## config.mk

```make
export PLATFORM = sky130hd
export DESIGN_NAME = imem_prog_loader_flat
export DESIGN_NICKNAME = d
export VERILOG_FILES = /design/src/rtl/imem_prog_loader_pkg.sv /design/src/rtl/imem_prog_loader_if.sv /design/src/rtl/imem_prog_loader_cksum.sv /design/src/rtl/imem_prog_loader.sv /design/src/flat_wrapper.sv
export SDC_FILE = /design/constraint.sdc
export NUM_CORES = 1
export LEC_CHECK = 0
export CORE_ASPECT_RATIO = 0.7
export CORE_UTILIZATION = 45
export DETAILED_ROUTE_END_ITERATION = 16
export PLACE_DENSITY = 0.83
export SETUP_SLACK_MARGIN = 0.2
export SLEW_MARGIN = 20
export SYNTH_ARGS = -nofsm -noshare
export SYNTH_HDL_FRONTEND = slang
export SYNTH_SLANG_ARGS = --single-unit
```

## constraint.sdc

```tcl
create_clock -name clk_x -period 3.1 [get_ports clk_x]
set_input_delay 0.31 -clock clk_x [delete_from_list [all_inputs] [get_ports clk_x]]
set_output_delay 0.31 -clock clk_x [all_outputs]
set_load 0.005 [all_outputs]
```

## src/rtl/imem_prog_loader_pkg.sv

```systemverilog
// Shared constants and the loader state type for the mips32 instruction-memory loader.
package mips32_pkg;

  localparam int          IMEM_AW    = 10;
  localparam logic [5:0]  HLT_OPCODE = 6'h3F;
  localparam logic [31:0] NOP        = 32'h0000_0000;

  typedef enum logic [1:0] {
    IDLE = 2'd0,
    LOAD = 2'd1,
    DONE = 2'd2,
    ERR  = 2'd3
  } loader_state_e;

endpackage

```

## src/rtl/imem_prog_loader_if.sv

```systemverilog
// Word stream into the loader: a word moves when s_valid && s_ready are both high at a
// rising clock edge; s_data/s_last are don't-care whenever s_valid is low.
interface imem_prog_loader_if #(
  parameter int DW = 32
) ();

  logic          s_valid;
  logic [DW-1:0] s_data;
  logic          s_last;
  logic          s_ready;

  modport master (output s_valid, output s_data, output s_last, input s_ready);
  modport slave  (input s_valid, input s_data, input s_last, output s_ready);

endinterface

```

## src/rtl/imem_prog_loader_cksum.sv

```systemverilog
// Running mod-2**DW sum of the words written in a session, compared against the
// checksum word that closes the stream.
module loader_cksum #(
  parameter int DW = 32
) (
  input  logic          clk_x,
  input  logic          rst,
  input  logic          clr,
  input  logic          acc_en,
  input  logic [DW-1:0] acc_data,
  input  logic [DW-1:0] chk_data,
  output logic          match
);

  logic [DW-1:0] sum_q, sum_d;

  always_comb begin
    sum_d = sum_q;
    if (clr) begin
      sum_d = '0;
    end else if (acc_en) begin
      sum_d = sum_q + acc_data;
    end
  end

  always_ff @(posedge clk_x or negedge rst) begin
    if (!rst) begin
      sum_q <= '0;
    end else begin
      sum_q <= sum_d;
    end
  end

  assign match = (sum_q == chk_data);

endmodule

```

## src/rtl/imem_prog_loader.sv

```systemverilog
// Streams a program into instruction memory and holds the core until it is complete.
// Define IMEM_LOADER_CKSUM_EN to treat the s_last word as a checksum instead of an instruction.
module imem_prog_loader
  import mips32_pkg::*;
#(
  parameter int AW        = IMEM_AW,
  parameter int BASE_ADDR = 1,
  parameter int DW        = 32
) (
  input  logic            clk_x,
  input  logic            rst,
  input  logic            start,
  imem_prog_loader_if.slave s,
  output logic            imem_we,
  output logic [AW-1:0]   imem_addr,
  output logic [DW-1:0]   imem_wdata,
  output logic            core_hold,
  output logic            load_done,
  output logic            load_err,
  output logic [AW:0]     word_cnt,
  output loader_state_e   dbg_state
);

  localparam logic [AW:0]   BASE      = BASE_ADDR[AW:0];
  localparam logic [AW:0]   ONE       = {{AW{1'b0}}, 1'b1};
  localparam logic [DW-1:0] WDATA_RST = DW'(NOP);

  loader_state_e state_q, state_d;
  // addr_q carries one spare bit so a target past the top of imem is visible as overflow.
  logic [AW:0]   addr_q, addr_d;
  logic [AW:0]   tgt;
  logic          we_q, we_d;
  logic [DW-1:0] wdata_q, wdata_d;
  logic [AW:0]   cnt_q, cnt_d;
  logic          done_q, done_d;
  logic          xfer;

`ifdef IMEM_LOADER_CKSUM_EN
  logic sess_clr;
  logic acc_en;
  logic cksum_ok;

  loader_cksum #(.DW(DW)) u_cksum (
    .clk_x    (clk_x),
    .rst      (rst),
    .clr      (sess_clr),
    .acc_en   (acc_en),
    .acc_data (s.s_data),
    .chk_data (s.s_data),
    .match    (cksum_ok)
  );
`endif

  assign xfer = s.s_valid && (state_q == LOAD);
  // Address the next accepted word lands on: one past any write still in flight.
  assign tgt  = addr_q + {{AW{1'b0}}, we_q};

  always_comb begin
    state_d = state_q;
    addr_d  = tgt;
    we_d    = 1'b0;
    wdata_d = wdata_q;
    cnt_d   = cnt_q;
    done_d  = (state_q == DONE);
`ifdef IMEM_LOADER_CKSUM_EN
    sess_clr = 1'b0;
    acc_en   = 1'b0;
`endif
    case (state_q)
      LOAD: begin
        if (xfer) begin
`ifdef IMEM_LOADER_CKSUM_EN
          if (s.s_last) begin
            state_d = cksum_ok ? DONE : ERR;
          end else if (tgt[AW]) begin
            state_d = ERR;
          end else begin
            we_d    = 1'b1;
            wdata_d = s.s_data;
            cnt_d   = cnt_q + ONE;
            acc_en  = 1'b1;
          end
`else
          if (tgt[AW]) begin
            state_d = ERR;
          end else begin
            we_d    = 1'b1;
            wdata_d = s.s_data;
            cnt_d   = cnt_q + ONE;
            if (s.s_last) begin
              state_d = DONE;
            end
          end
`endif
        end
      end
      default: begin
        if (start) begin
          state_d = LOAD;
          addr_d  = BASE;
          cnt_d   = '0;
          done_d  = 1'b0;
`ifdef IMEM_LOADER_CKSUM_EN
          sess_clr = 1'b1;
`endif
        end
      end
    endcase
  end

  always_ff @(posedge clk_x or negedge rst) begin
    if (!rst) begin
      state_q <= IDLE;
      addr_q  <= BASE;
      we_q    <= 1'b0;
      wdata_q <= WDATA_RST;
      cnt_q   <= '0;
      done_q  <= 1'b0;
    end else begin
      state_q <= state_d;
      addr_q  <= addr_d;
      we_q    <= we_d;
      wdata_q <= wdata_d;
      cnt_q   <= cnt_d;
      done_q  <= done_d;
    end
  end

  // done_q lags entry to DONE by a cycle so the core is released only after the last write.
  assign s.s_ready  = (state_q == LOAD);
  assign imem_we    = we_q;
  assign imem_addr  = addr_q[AW-1:0];
  assign imem_wdata = wdata_q;
  assign core_hold  = ~done_q;
  assign load_done  = done_q;
  assign load_err   = (state_q == ERR);
  assign word_cnt   = cnt_q;
  assign dbg_state  = state_q;

endmodule
```

## src/flat_wrapper.sv

```systemverilog
// flat-port wrapper written by rule: the top's interface ports become plain ports
module imem_prog_loader_flat import mips32_pkg::*;
#(
  parameter int AW        = IMEM_AW,
  parameter int BASE_ADDR = 1,
  parameter int DW        = 32
)
  (clk_x, rst, start, imem_we, imem_addr, imem_wdata, core_hold, load_done, load_err, word_cnt, dbg_state, s_s_valid, s_s_data, s_s_last, s_s_ready);
  imem_prog_loader_if #(.DW(DW)) s_i ();
  input  logic clk_x;
  input  logic rst;
  input  logic start;
  output logic imem_we;
  output logic [AW-1:0] imem_addr;
  output logic [DW-1:0] imem_wdata;
  output logic core_hold;
  output logic load_done;
  output logic load_err;
  output logic [AW:0] word_cnt;
  output loader_state_e dbg_state;
  input wire logic [$bits(s_i.s_valid)-1:0] s_s_valid;
  input wire logic [$bits(s_i.s_data)-1:0] s_s_data;
  input wire logic [$bits(s_i.s_last)-1:0] s_s_last;
  output wire logic [$bits(s_i.s_ready)-1:0] s_s_ready;
  assign s_i.s_valid = s_s_valid;
  assign s_i.s_data = s_s_data;
  assign s_i.s_last = s_s_last;
  assign s_s_ready = s_i.s_ready;
  imem_prog_loader #(.AW(AW), .BASE_ADDR(BASE_ADDR), .DW(DW)) u_core (.clk_x(clk_x), .rst(rst), .start(start), .s(s_i), .imem_we(imem_we), .imem_addr(imem_addr), .imem_wdata(imem_wdata), .core_hold(core_hold), .load_done(load_done), .load_err(load_err), .word_cnt(word_cnt), .dbg_state(dbg_state));
endmodule
```

==> After elaboration in Yosys (flattened, before gate mapping) <==
Cells that the tools add are included.
{ "classes": {"n_addsub": 2, "n_eq_ne": 6, "n_mux": 16, "bitwise": 2, "n_reduce_logical": 5} }
{ "ops": {"columns": ["operator", "count"], "rows": [
  ["2-to-1 mux 11 bit", 6],
  ["adder 11 x 1 -> 11 bit", 1],
  ["adder 11 x 1 -> 11 bit (second input constant)", 1],
  ["2-to-1 mux 2 bit", 5],
  ["AND reduction 3 bit", 3],
  ["2-to-1 mux 1 bit", 5],
  ["equality test 2 bit (second input constant)", 2],
  ["inequality test 3 x 2 -> 1 bit (second input constant)", 1],
  ["equality test 2 x 1 -> 1 bit (second input constant)", 1],
  ["inequality test 2 x 1 -> 1 bit (second input constant)", 1],
  ["inequality test 2 bit (second input constant)", 1],
  ["inverter 1 bit", 2],
  ["nonzero test 2 bit", 1],
  ["logical AND 1 bit", 1]
]} }
{ "totals": {"ff_bits": 58, "in_bits": 37, "output_inout_bits": 60, "wordCells": 37} }

==> Longest topological paths before layout <==
{ "depth": {"ltp_word": 4, "mapped_depth": 8, "depth_no_buf": 7} }

==> Least setup slack after synthesis <==
Ideal clock, no wire load.
{ "synth_timing": {"kind": "flip-flop to flip-flop", "start": "register u_core.addr_q[0]", "end": "register u_core.wdata_q[0] (netlist: u_core.imem_wdata[0])", "setup_time_ns": 0.125, "arrival_time_ns": 2.073, "required_ns": 2.975, "setup_slack_ns": 0.902, "stages_incl_launch_ff": 8, "path_buffers": 1, "synth_period_minus_slack_ns": 2.198, "path_cell_list": "dfstp_2 > ha_1 > ha_1 > nand2_2 > o311a_4 > nor2_8 > buf_12 > mux2_4"} }
{ "synth_via": {"elab_chain_cells": 3} }
{ "synth_rtl": {"columns": ["item", "line_no", "rtl"], "rows": [
  ["start, declared", "imem_prog_loader.sv:30", "logic [AW:0] addr_q, addr_d;"],
  ["start signal, assigned", "imem_prog_loader.sv:121", "addr_q <= addr_d;"],
  ["adder 11 x 1 -> 11 bit", "imem_prog_loader.sv:56", "assign tgt = addr_q + {{AW{1'b0}}, we_q};"],
  ["inverter 1 bit (no line)", null, null],
  ["AND reduction 3 bit (no line)", null, null],
  ["end signal, assigned", "imem_prog_loader.sv:123", "wdata_q <= wdata_d;"],
  ["end, declared", "imem_prog_loader.sv:33", "logic [DW-1:0] wdata_q, wdata_d;"]
]} }
Every way passes these cells.
A chain may end at the register's enable or synchronous reset.

==> Final worst setup path <==
{ "layout_timing": {"start": "register u_core.addr_q[0]", "end": "register u_core.wdata_q[16] (netlist: u_core.imem_wdata[16])"} }
The elaborated chain is that of the path after synthesis.

==> flow_metrics.py <==
metrics = {
    "status": {
        "status": "finished clean",
    },
    "sta": {
        "finClkSkew_ps": 6.53,
        "setup_violations": 0,
        "finalCriticalPeriod_ps": 2410,
        "slew_headroom": 0.477,
        "rsz0062_at_grt": "no",
        "fin_crit_sh": 0.777,
        "maxSlewViolCount": 0,
        "worst_pin_slew_ps": 784,
        "hold_viol_final": 0,
        "setup-tns-final_ps": 0,
        "clock.fmax_ghz": 0.415,
    },
    "routing": {
        "vias_per_cell": 5.03,
        "drc_errors": 0,
        "ant_nets": 0,
        "first_pass_iters": 4,
        "drt_iter0_drc": 54,
        "wl_per_cell_um": 15.9,
        "vias": 1976,
        "wirelength_mm": 6.25,
    },
    "worst_setup_path": {
        "critPathMaxFanout": 45,
        "required_ps": 3320,
        "critical_path_arrival_ps": 2630,
        "path_class": "reg2reg",
        "worstReg2RegStart": "u_core.addr_q[0]",
        "end_kind": "register",
        "crit_path_start": "u_core.addr_q[0]",
        "cp-start-kind": "register",
        "r2r_slack_ps": 690,
    },
    "cells_and_area": {
        "multi_input_area_um2": 1200,
        "drive_gt1_frac": 0.198,
        "finalNetCount": 353,
        "regArea_um2": 1450,
        "area_growth_pct": 40.3,
        "stdcell_count": 393,
        "diodes": 0,
        "fillers": 445,
        "post-route-util": 0.674,
    },
    "global_routing": {
        "grt_overflow": 0,
        "grt_pass1_vias": 1924,
        "grt_max_degree": 46,
        "grt_pass1_wl_mm": 9.77,
        "grt_usage": 0.196,
        "antenna_found_initial": 0,
    },
    "die": {
        "initial_core_util": 0.480,
        "rows": 23,
        "fp.dieW_um": 96.8,
        "die_h_um": 68.4,
        "ios": 97,
        "core-area_um2": 5900,
        "die-area_um2": 6620,
    },
    "synthesis": {
        "netlist_area_um2": 2830,
        "synth_cell_types": 45,
        "ys.flop_type": "dfrtp_1",
        "seq_area_frac_synth": 0.513,
        "syn_inst": 220,
        "syn_area_per_cell_um2": 12.9,
        "yosys_warnings": 0,
        "synth_seq_cells": 58,
        "synth_edf_count": 0,
        "async_flop_share": 1.00,
        "synthesis.nets": 260,
    },
    "power": {
        "ir_drop_v": 0.000323,
        "p_per_area_nw_per_um2": 699,
        "leakage_nw": 1.81,
        "total_power_mw": 2.78,
    },
    "clock_tree": {
        "worstSkewPairLatency_ps": 330,
        "cts_made_buffers": 9,
        "ctsHoldBuffers": 0,
        "h-tree-depth": 3,
        "cts_tree": "yes",
        "clk_pin_slew_ps": 70,
        "post_cts_resize_count": 0,
        "cts_sinks": 58,
        "root_buffer": "clkbuf_8",
        "cts.path.max_buffers": 2,
        "post_cts_buffers": 0,
    },
    "job": {
        "maxCapViolCount": 0,
    },
    "place": {
        "io_buffers": 96,
        "hpwl_mm": 4.43,
        "gp_congestion": 0.766,
        "dp_cells": 377,
    },
    "worst_hold_path": {
        "hold_path.class": "in2async",
    },
}
## placed cells by master (no fill, tap or decap), types with 2 or more instances in the layout
| cell | instances |
|---|---|
| clkdlybuf4s50_1 | 95 |
| mux2_4 | 30 |
| mux2_2 | 3 |
| a21oi_1 | 2 |
| xnor2_1 | 5 |
| ha_1 | 3 |
| o211ai_1 | 4 |
| and2_1 | 3 |
| xor2_1 | 4 |
| o21ai_0 | 5 |
| nor2_1 | 16 |
| mux2i_1 | 2 |
| clkbuf_8 | 10 |
| or3_1 | 3 |
| clkinv_2 | 2 |
| nand2_1 | 14 |
| dfrtp_1 | 57 |
| and3_1 | 6 |
| inv_1 | 5 |
| bufinv_16 | 2 |
| nand3_1 | 17 |
| a21o_1 | 2 |
## cell usage after synthesis, types with 2 or more instances
| cell type | n | area share |
|---|---|---|
| a21o_1 | 2 | 0.0053 |
| a21oi_1 | 2 | 0.0035 |
| and2_1 | 3 | 0.0066 |
| and3_1 | 6 | 0.013 |
| buf_12 | 3 | 0.021 |
| buf_4 | 10 | 0.027 |
| clkbuf_1 | 2 | 0.0027 |
| dfrtp_1 | 57 | 0.50 |
| ha_1 | 3 | 0.013 |
| inv_1 | 5 | 0.0066 |
| mux2_2 | 3 | 0.012 |
| mux2_4 | 30 | 0.16 |
| mux2i_1 | 2 | 0.0071 |
| nand2_1 | 14 | 0.019 |
| nand3_1 | 17 | 0.030 |
| nor2_1 | 16 | 0.021 |
| o211ai_1 | 4 | 0.011 |
| o21ai_0 | 5 | 0.0088 |
| or3_1 | 3 | 0.0066 |
| xnor2_1 | 5 | 0.015 |
| xor2_1 | 4 | 0.012 |
## worst max-delay path, cell delays in order (launching register included)
cell     delay, ps
dfstp_2        530
ha_1           180
ha_1           240
nand2_2        140
o311a_4        420
nor2_8         120
buf_12         280
mux2_2         370
## layout make-up
type                    instances  share of cell area
flip-flops and latches         58               0.365
multi-input cells             140               0.303
repair buffers                 98               0.247
clock buffers                  11              0.0356
well taps                      75              0.0236
clock inverters                 5              0.0195
inverters                       6             0.00567
## sequential cells by signal, indices dropped and copies added (netlist names)
signal / flops
u_core.imem_wdata: 32
u_core.addr_q: 11
u_core.word_cnt: 11
u_core.dbg_state: 2
u_core.imem_we: 1
u_core.load_done: 1
## path summary, 6_finish.rpt
check | end | depth (start not counted)
hold / removal | u_core.word_cnt[10] | 1
min in group clk_x | u_core.imem_wdata[9] | 1
setup / recovery | u_core.imem_wdata[16] | 7
max in group asynchronous | u_core.imem_wdata[17] | 2
setup reg to reg | u_core.imem_wdata[16] | 7
hold reg to reg | u_core.imem_wdata[9] | 1
## kinds of logic after synthesis
group	Yosys count	synth area share
adder cells (fa/ha/maj)	3	0.0133
AO/OA/AOI/OAI	20	0.0543
flip-flops	58	0.513
buffers and inverters	22	0.0623
XOR/XNOR	9	0.0278
multiplexers	35	0.178
AND/OR/NAND/NOR	73	0.152
## report_power, final
group	total, mW	switching, mW	internal, mW
registers	1.10	0.148	0.949
clock network	0.775	0.303	0.472
logic	0.906	0.284	0.622
total	2.78	0.736	2.04
## stage by stage
stage / worst slack (ps) / hold slack [ps] / cell area [um^2]
2_1_floorplan: 902 / 14.4 / 2830
3_3_place_gp: 761 / 420 / 3760
3_5_place_dp: 701 / 434 / 3760
4_1_cts: 689 / 63.8 / 3980
5_1_grt: 562 / 99.1 / 3980
6_report: 690 / 58.7 / 3980
## metal layers
layer | part of all wire | global-route usage | vias to the layer above
met3 | 0.053 | 0.0735 | 9
li1 | - | - | 949
met1 | 0.47 | 0.262 | 956
met2 | 0.46 | 0.297 | 62
met5 | 0 | 0 | -
met4 | 0.0096 | 0.0616 | 0
(Power assumes the default switching activity.)
